<file path="src/rtl/im2col_x_loader.sv">
// im2col_x_loader: walks the N x M im2col matrix in shared memory column by
// column, packs the N taps of each column into one wide vector and hands it
// to the systolic array X input over a valid/ready handshake.
module im2col_x_loader #(
    parameter int M          = 20,
    parameter int N          = 9,
    parameter int DATA_WIDTH = 32,
    parameter int ADDR_WIDTH = 32,
    parameter logic [ADDR_WIDTH-1:0] IM2COL_BASE = 32'h00002000,
    localparam int IDX_W     = (M > 1) ? $clog2(M) : 1,
    localparam int TAP_W     = (N > 1) ? $clog2(N) : 1
) (
    input  logic                    clk,
    input  logic                    rst,
    input  logic                    start,
    output logic [ADDR_WIDTH-1:0]   addr_rd,
    input  logic [DATA_WIDTH-1:0]   data_rd,
    output logic [DATA_WIDTH*N-1:0] x_out,
    output logic [IDX_W-1:0]        x_idx,
    output logic                    x_valid,
    input  logic                    x_ready,
    output logic                    busy,
    output logic                    done
);

    typedef enum logic [2:0] {
        ST_IDLE,
        ST_FETCH,
        ST_LAST,
        ST_PRESENT,
        ST_DONE
    } state_t;

    state_t           state_q;
    state_t           state_d;
    logic [TAP_W-1:0] n_q;
    logic [TAP_W-1:0] n_d;
    logic [IDX_W-1:0] m_q;
    logic [IDX_W-1:0] m_d;
    logic             cap_en;
    logic [TAP_W-1:0] cap_lane;

    // Element (n, m) lives at base + n*M + m; counters are zero whenever
    // the block is idle or finishing, so the address then rests on the base.
    assign addr_rd = IM2COL_BASE
                   + ADDR_WIDTH'(n_q) * ADDR_WIDTH'(M)
                   + ADDR_WIDTH'(m_q);

    assign x_idx = m_q;

    // State and tap/pixel counters.
    always_ff @(posedge clk or negedge rst) begin
        if (!rst) begin
            state_q <= ST_IDLE;
            n_q     <= '0;
            m_q     <= '0;
        end else begin
            state_q <= state_d;
            n_q     <= n_d;
            m_q     <= m_d;
        end
    end

    // Next-state, counter updates, lane-capture control and status outputs.
    always_comb begin
        state_d  = state_q;
        n_d      = n_q;
        m_d      = m_q;
        cap_en   = 1'b0;
        cap_lane = '0;
        x_valid  = 1'b0;
        busy     = 1'b1;
        done     = 1'b0;
        case (state_q)
            ST_IDLE: begin
                busy = 1'b0;
                if (start) begin
                    state_d = ST_FETCH;
                    n_d     = '0;
                    m_d     = '0;
                end
            end
            ST_FETCH: begin
                // The read issued on the previous cycle returns now and
                // belongs to the tap one behind the current address.
                if (n_q != '0) begin
                    cap_en   = 1'b1;
                    cap_lane = n_q - TAP_W'(1);
                end
                if (n_q == TAP_W'(N - 1)) begin
                    state_d = ST_LAST;
                end else begin
                    n_d = n_q + TAP_W'(1);
                end
            end
            ST_LAST: begin
                cap_en   = 1'b1;
                cap_lane = TAP_W'(N - 1);
                state_d  = ST_PRESENT;
            end
            ST_PRESENT: begin
                x_valid = 1'b1;
                if (x_ready) begin
                    n_d = '0;
                    if (m_q == IDX_W'(M - 1)) begin
                        m_d     = '0;
                        state_d = ST_DONE;
                    end else begin
                        m_d     = m_q + IDX_W'(1);
                        state_d = ST_FETCH;
                    end
                end
            end
            ST_DONE: begin
                done    = 1'b1;
                state_d = ST_IDLE;
            end
            default: begin
                state_d = ST_IDLE;
                n_d     = '0;
                m_d     = '0;
            end
        endcase
    end

    // Vector register: lanes are overwritten in place and otherwise hold,
    // which keeps x_out stable for the whole time a vector is presented.
    always_ff @(posedge clk or negedge rst) begin
        if (!rst) begin
            x_out <= '0;
        end else if (cap_en) begin
            for (int i = 0; i < N; i++) begin
                if (cap_lane == TAP_W'(i)) begin
                    x_out[i*DATA_WIDTH +: DATA_WIDTH] <= data_rd;
                end
            end
        end
    end

endmodule

</file>
<file path="config.mk">
export PLATFORM = sky130hd
export DESIGN_NAME = im2col_x_loader
export DESIGN_NICKNAME = d
export VERILOG_FILES = /design/src/rtl/im2col_x_loader.sv
export SDC_FILE = /design/constraint.sdc
export NUM_CORES = 1
export LEC_CHECK = 0
export BUFFER_PORTS_ARGS = -buffer_cell sky130_fd_sc_hd__buf_4
export CORE_ASPECT_RATIO = 0.8
export CORE_UTILIZATION = 55
export DETAILED_ROUTE_END_ITERATION = 10
export PLACE_DENSITY = 0.85
export RECOVER_POWER = 25
export SLEW_MARGIN = 40
export SYNTH_ARGS = -nofsm -noshare
export SYNTH_HDL_FRONTEND = slang
export SYNTH_SLANG_ARGS = --single-unit
export TNS_END_PERCENT = 5
</file>
<file path="constraint.sdc">
create_clock -name clk -period 5.89 [get_ports clk]
set_input_delay 0.2945 -clock clk [delete_from_list [all_inputs] [get_ports clk]]
set_output_delay 0.2945 -clock clk [all_outputs]
set_load 0.05 [all_outputs]
</file>
# After elaboration in Yosys (flattened, before gate mapping)
# Cells that the tools add are included.
# classes
add_sub_neg,5
n_mul,1
eq_ne,18
mux,20
n_bitwise,2
n_reduce_logical,17
# ops
operator,n
2-bit AND reduction,9
15-bit by 5-bit adder with 16-bit output,1
"4-bit by 3-bit equality test with 1-bit output, second input constant",4
4-bit two-way mux,4
4-bit one-hot mux with 4 select lines,1
"14-bit by 9-bit adder with 15-bit output, first input constant",1
5-bit two-way mux,3
5-bit one-hot mux with 3 select lines,1
3-bit two-way mux,4
3-bit one-hot mux with 4 select lines,1
"4-bit by 2-bit equality test with 1-bit output, second input constant",2
"4-bit equality test, second input constant",2
"2-bit != test, second input constant",4
4-bit one-hot mux with 2 select lines,1
"4-bit by 3-bit multiplier with 7-bit output, second input constant",1
"3-bit by 2-bit equality test with 1-bit output, second input constant",2
3-bit AND reduction,2
"5-bit by 1-bit adder with 5-bit output, second input constant",1
"5-bit equality test, second input constant",1
"4-bit by 1-bit adder with 4-bit output, second input constant",1
"4-bit by 1-bit equality test with 1-bit output, second input constant",1
4-bit logical NOT,1
1-bit two-way mux,4
4-bit AND reduction,1
other kinds (9),10
# totals
ff_bits,300
output_inout_bits,328
word_cells,75

# Depth between registers and ports, before layout
# depth
word_depth,5
ltp_mapped,8
ltp_nobuf,7

# Worst setup path before layout
# No wires, ideal clock.
# synth_path
path_type,register -> output
start,reg n_q[1]
end,out addr_rd[9]
arrival_ns,3.040
path_slack_ns,2.555
path_stages_with_launch,6
path_buffers,0
path_cell_list,dfrtp_1 -> ha_1 -> ha_1 -> fa_1 -> nand2_1 -> nor4_1
# synth_via
elab_chain_cells,3
# synth_lines
element,line,rtl
from (decl),36,logic [TAP_W-1:0] n_q;
from (signal assigned),59,n_q <= n_d;
4-bit by 3-bit multiplier with 7-bit output,46,+ ADDR_WIDTH'(n_q) * ADDR_WIDTH'(M)
14-bit by 9-bit adder with 15-bit output,46,
15-bit by 5-bit adder with 16-bit output,47,+ ADDR_WIDTH'(m_q);
to (decl),16,"output logic [ADDR_WIDTH-1:0] addr_rd,"
# No other way between the ends.

# Worst setup path after layout
# layout_path
start,reg n_q[0]
end,reg x_out[210]
# layout_via
elab_chain_cells,5
# layout_lines
element,line,rtl
4-bit by 1-bit subtractor with 4-bit output / 4-bit nonzero test (equally long branches),"88, 86",
4-bit two-way mux,86,if (n_q != '0) begin
4-bit one-hot mux with 2 select lines,74,case (state_q)
4-bit by 3-bit equality test with 1-bit output,133,if (cap_lane == TAP_W'(i)) begin
2-bit AND reduction (no source line) (*),--,
"to (signal, indexed assignment)",134,x_out[i*DATA_WIDTH +: DATA_WIDTH] <= data_rd;
to (decl),18,"output logic [DATA_WIDTH*N-1:0] x_out,"
# Mark *: on every way between the ends. The rest lies on a longest branch, timed or not.
# A chain may end at the register's enable or synchronous reset.

==> results.sh <==
export IMPL_outcome="finished with violations"
export IMPL_violations="max-capacitance violations, max-slew violations"
export IMPL_regToRegStartpoint="n_q[0]"
export IMPL_synth_seq_cells=300
export IMPL_hp_class="in2reg"
export IMPL_r2r_setup_slack_ns=2.55
export IMPL_fp_dieArea_um2=22500
export IMPL_cts_clk_slew_worst_paths_ns=0.06
export IMPL_ys_types=49
export IMPL_area_delta_synth_final_pct=27.5
export IMPL_antenna_found_initial=0
export IMPL_syn_avg_cell_area_um2=15.7
export IMPL_setup_tns_ns=0
export IMPL_grt_pass1_vias=8002
export IMPL_synthTopCellsByArea="dfrtp_1, mux2_2, buf_4, mux2_1, ha_1"
export IMPL_initial_core_util_pct=56.0
export IMPL_diodes=0
export IMPL_report_final_hold_viol_count=0
export IMPL_io_buffer_count=341
export IMPL_layout_nets=1158
export IMPL_vias=7681
export IMPL_final_layout_size_suffix_gt1_share_pct=50.8
export IMPL_synth_main_ff_cell="dfrtp_1"
export IMPL_synthArstFlopShare_pct=100
export IMPL_clkSinkCount=300
export IMPL_cp_start_kind="register"
export IMPL_routed_wl_mm=30.5
export IMPL_met2_usage_pct=44.2
export IMPL_drtPass1Iterations=4
export IMPL_maxSlewHeadroom_pct=-45.7
export IMPL_top_usage_layer="met2"
export IMPL_dp_final_hpwl_mm=20.2
export IMPL_cts_htree_levels=1
export IMPL_synth_edff_count=0
export IMPL_die_w_um=167
export IMPL_yosysWarningCount=0
export IMPL_drv_cap=1
export IMPL_arrival_ns=3.75
export IMPL_cts_root_buf="clkbuf_16"
export IMPL_clock_skew_ns=0.0135
export IMPL_fill_cells=1521
export IMPL_met1_usage_pct=34.0
export IMPL_ioPinCount=364
export IMPL_critPathCaptureType="register"
export IMPL_period_share_pct=56.7
export IMPL_finalMaxSlewViolations=37
export IMPL_max_freq_ghz=0.299
export IMPL_grt_max_degree=145
export IMPL_yosysTopAreaCellShare_pct=62.3
export IMPL_ant_nets=0
export IMPL_grt_overflow=0
export IMPL_grt_usage_pct=26.7
export IMPL_setup_viol=0
export IMPL_grt_pass1_wl_mm=46.1
export IMPL_rsz0062_at_grt="false"
export IMPL_yosysSeqAreaShare_pct=62.3
export IMPL_path_max_fanout=32
export IMPL_worst_slew_pin_slew_ns=2.19
export IMPL_synth_top_area_cell="dfrtp_1"
export IMPL_die_y_um=134
export IMPL_use_met3_pct=8.20
export IMPL_post_drt_wl_per_cell_um=21.7
export IMPL_required_ns=6.30
export IMPL_cts_made_buffers=29
export IMPL_core_um2=21500
export IMPL_vias_per_cell=5.46
export IMPL_tritoncts="built"
export IMPL_syn_inst=768
export IMPL_critPathKind="reg2reg"
export IMPL_fin_area_um2=15400
export IMPL_fp_row_count=48
export IMPL_placed_area_um2=14800
export IMPL_hold_start="data_rd[20]"
export IMPL_cp_startpoint="n_q[0]"
export IMPL_drc=0
export IMPL_period_needed_ns=3.34
export IMPL_syn_area_um2=12000
export IMPL_first_iter_violations=288
export IMPL_clockBufferDepth=3
export IMPL_insertion_delay_ns=0.54
export IMPL_place_gp_congestion=0.821
-- area by class of cell --
type | count | area [um2] | area share [%]
clock inverter | 8 | 103 | 0.668
multi-input combinational | 421 | 4240 | 27.6
tap | 275 | 344 | 2.24
timing repair buffer | 349 | 2280 | 14.8
clock buffer | 44 | 852 | 5.55
inverter | 9 | 33.8 | 0.220
sequential | 300 | 7510 | 48.9
-- cell usage after synthesis, drive strengths merged (2+ instances only) --
| cell | instances |
|---|---|
| a21o | 6 |
| a21oi | 3 |
| a22o | 2 |
| buf | 54 |
| clkbuf | 4 |
| conb | 2 |
| dfrtp | 300 |
| fa | 2 |
| ha | 10 |
| inv | 9 |
| mux2 | 288 |
| nand2 | 10 |
| nand2b | 2 |
| nand3 | 7 |
| nand3b | 2 |
| nor2 | 10 |
| nor2b | 4 |
| nor3 | 2 |
| nor3b | 5 |
| nor4 | 6 |
| o21a | 2 |
| o21ai | 6 |
| o31a | 2 |
| o31ai | 5 |
| or3 | 3 |
| xnor2 | 5 |
-- logic make-up after synthesis --
group	share of synthesized area, %
mux	26.9
compound gates	2.29
other cells	0.0624
flops	62.3
simple gates	3.18
xor+xnor	0.364
buf+inv	3.48
fa+ha+maj	1.37
-- per-layer routing --
metal | share of wire [%] | wire length [um] | vias up
met5 | 0 | 0 | -
met4 | 2.7 | 822 | 0
met3 | 8.2 | 2500 | 50
met2 | 49 | 14800 | 304
met1 | 40 | 12300 | 3962
li1 | - | - | 3365
-- path summary, 6_finish.rpt --
kind / cells past startpoint / to
worst max-delay path: 6 / x_out[210]
worst min-delay path: 2 / x_out[244]
worst max register to register: 6 / x_out[210]
worst min register to register: 1 / x_out[203]
max in group asynchronous: 4 / x_out[219]
min in group asynchronous: 2 / x_out[49]
-- worst max-delay path, cell delays in order (launching register included) --
cell       delay (ns)
dfrtp_1          0.71
inv_1            0.17
ha_1             0.33
nand2b_1         0.23
a2111oi_4        0.71
nand3_4          0.55
mux2_1           0.50
-- metrics by stage --
step                worst slack [ns]  instances  hold slack [ns]  util (%)
global route                    2.40       1406           0.0411      71.4
detailed placement              2.52       1352            0.349      68.7
global placement                2.53       1351            0.339      68.4
CTS                             2.52       1405           0.0274      73.2
finish                          2.55       1406           0.0450      71.4
floorplan                       2.56        788         -0.00109         -
-- sequential cells by signal, indices dropped and copies added, names as in the netlist --
| name | cells |
|---|---|
| state_q | 3 |
| x_out | 288 |
| n_q | 4 |
| x_idx | 5 |
-- cell usage in the layout, fill, tap and decap left out, types with 4 or more instances in the layout --
master	n
a21o_1	6
buf_4	238
clkbuf_1	114
clkbuf_16	29
clkbuf_8	7
conb_1	22
dfrtp_1	300
ha_1	10
inv_1	9
mux2_1	16
mux2_2	272
nand2_1	7
nor2_1	10
nor2b_1	4
nor3b_1	5
o21ai_0	6
o31ai_1	5
xnor2_1	5
-- timing repair --
| item | in CTS | in global routing |
|---|---|---|
| gates resized for setup | 0 | 0 |
| hold buffers | 1 | 0 |
| buffers inserted | 0 | 0 |
| hold endpoints to repair | 85 | 0 |
Power is left out: the tool's default activity adds up to more than one toggle a clock period on the data nets, which glitch-free logic cannot reach.
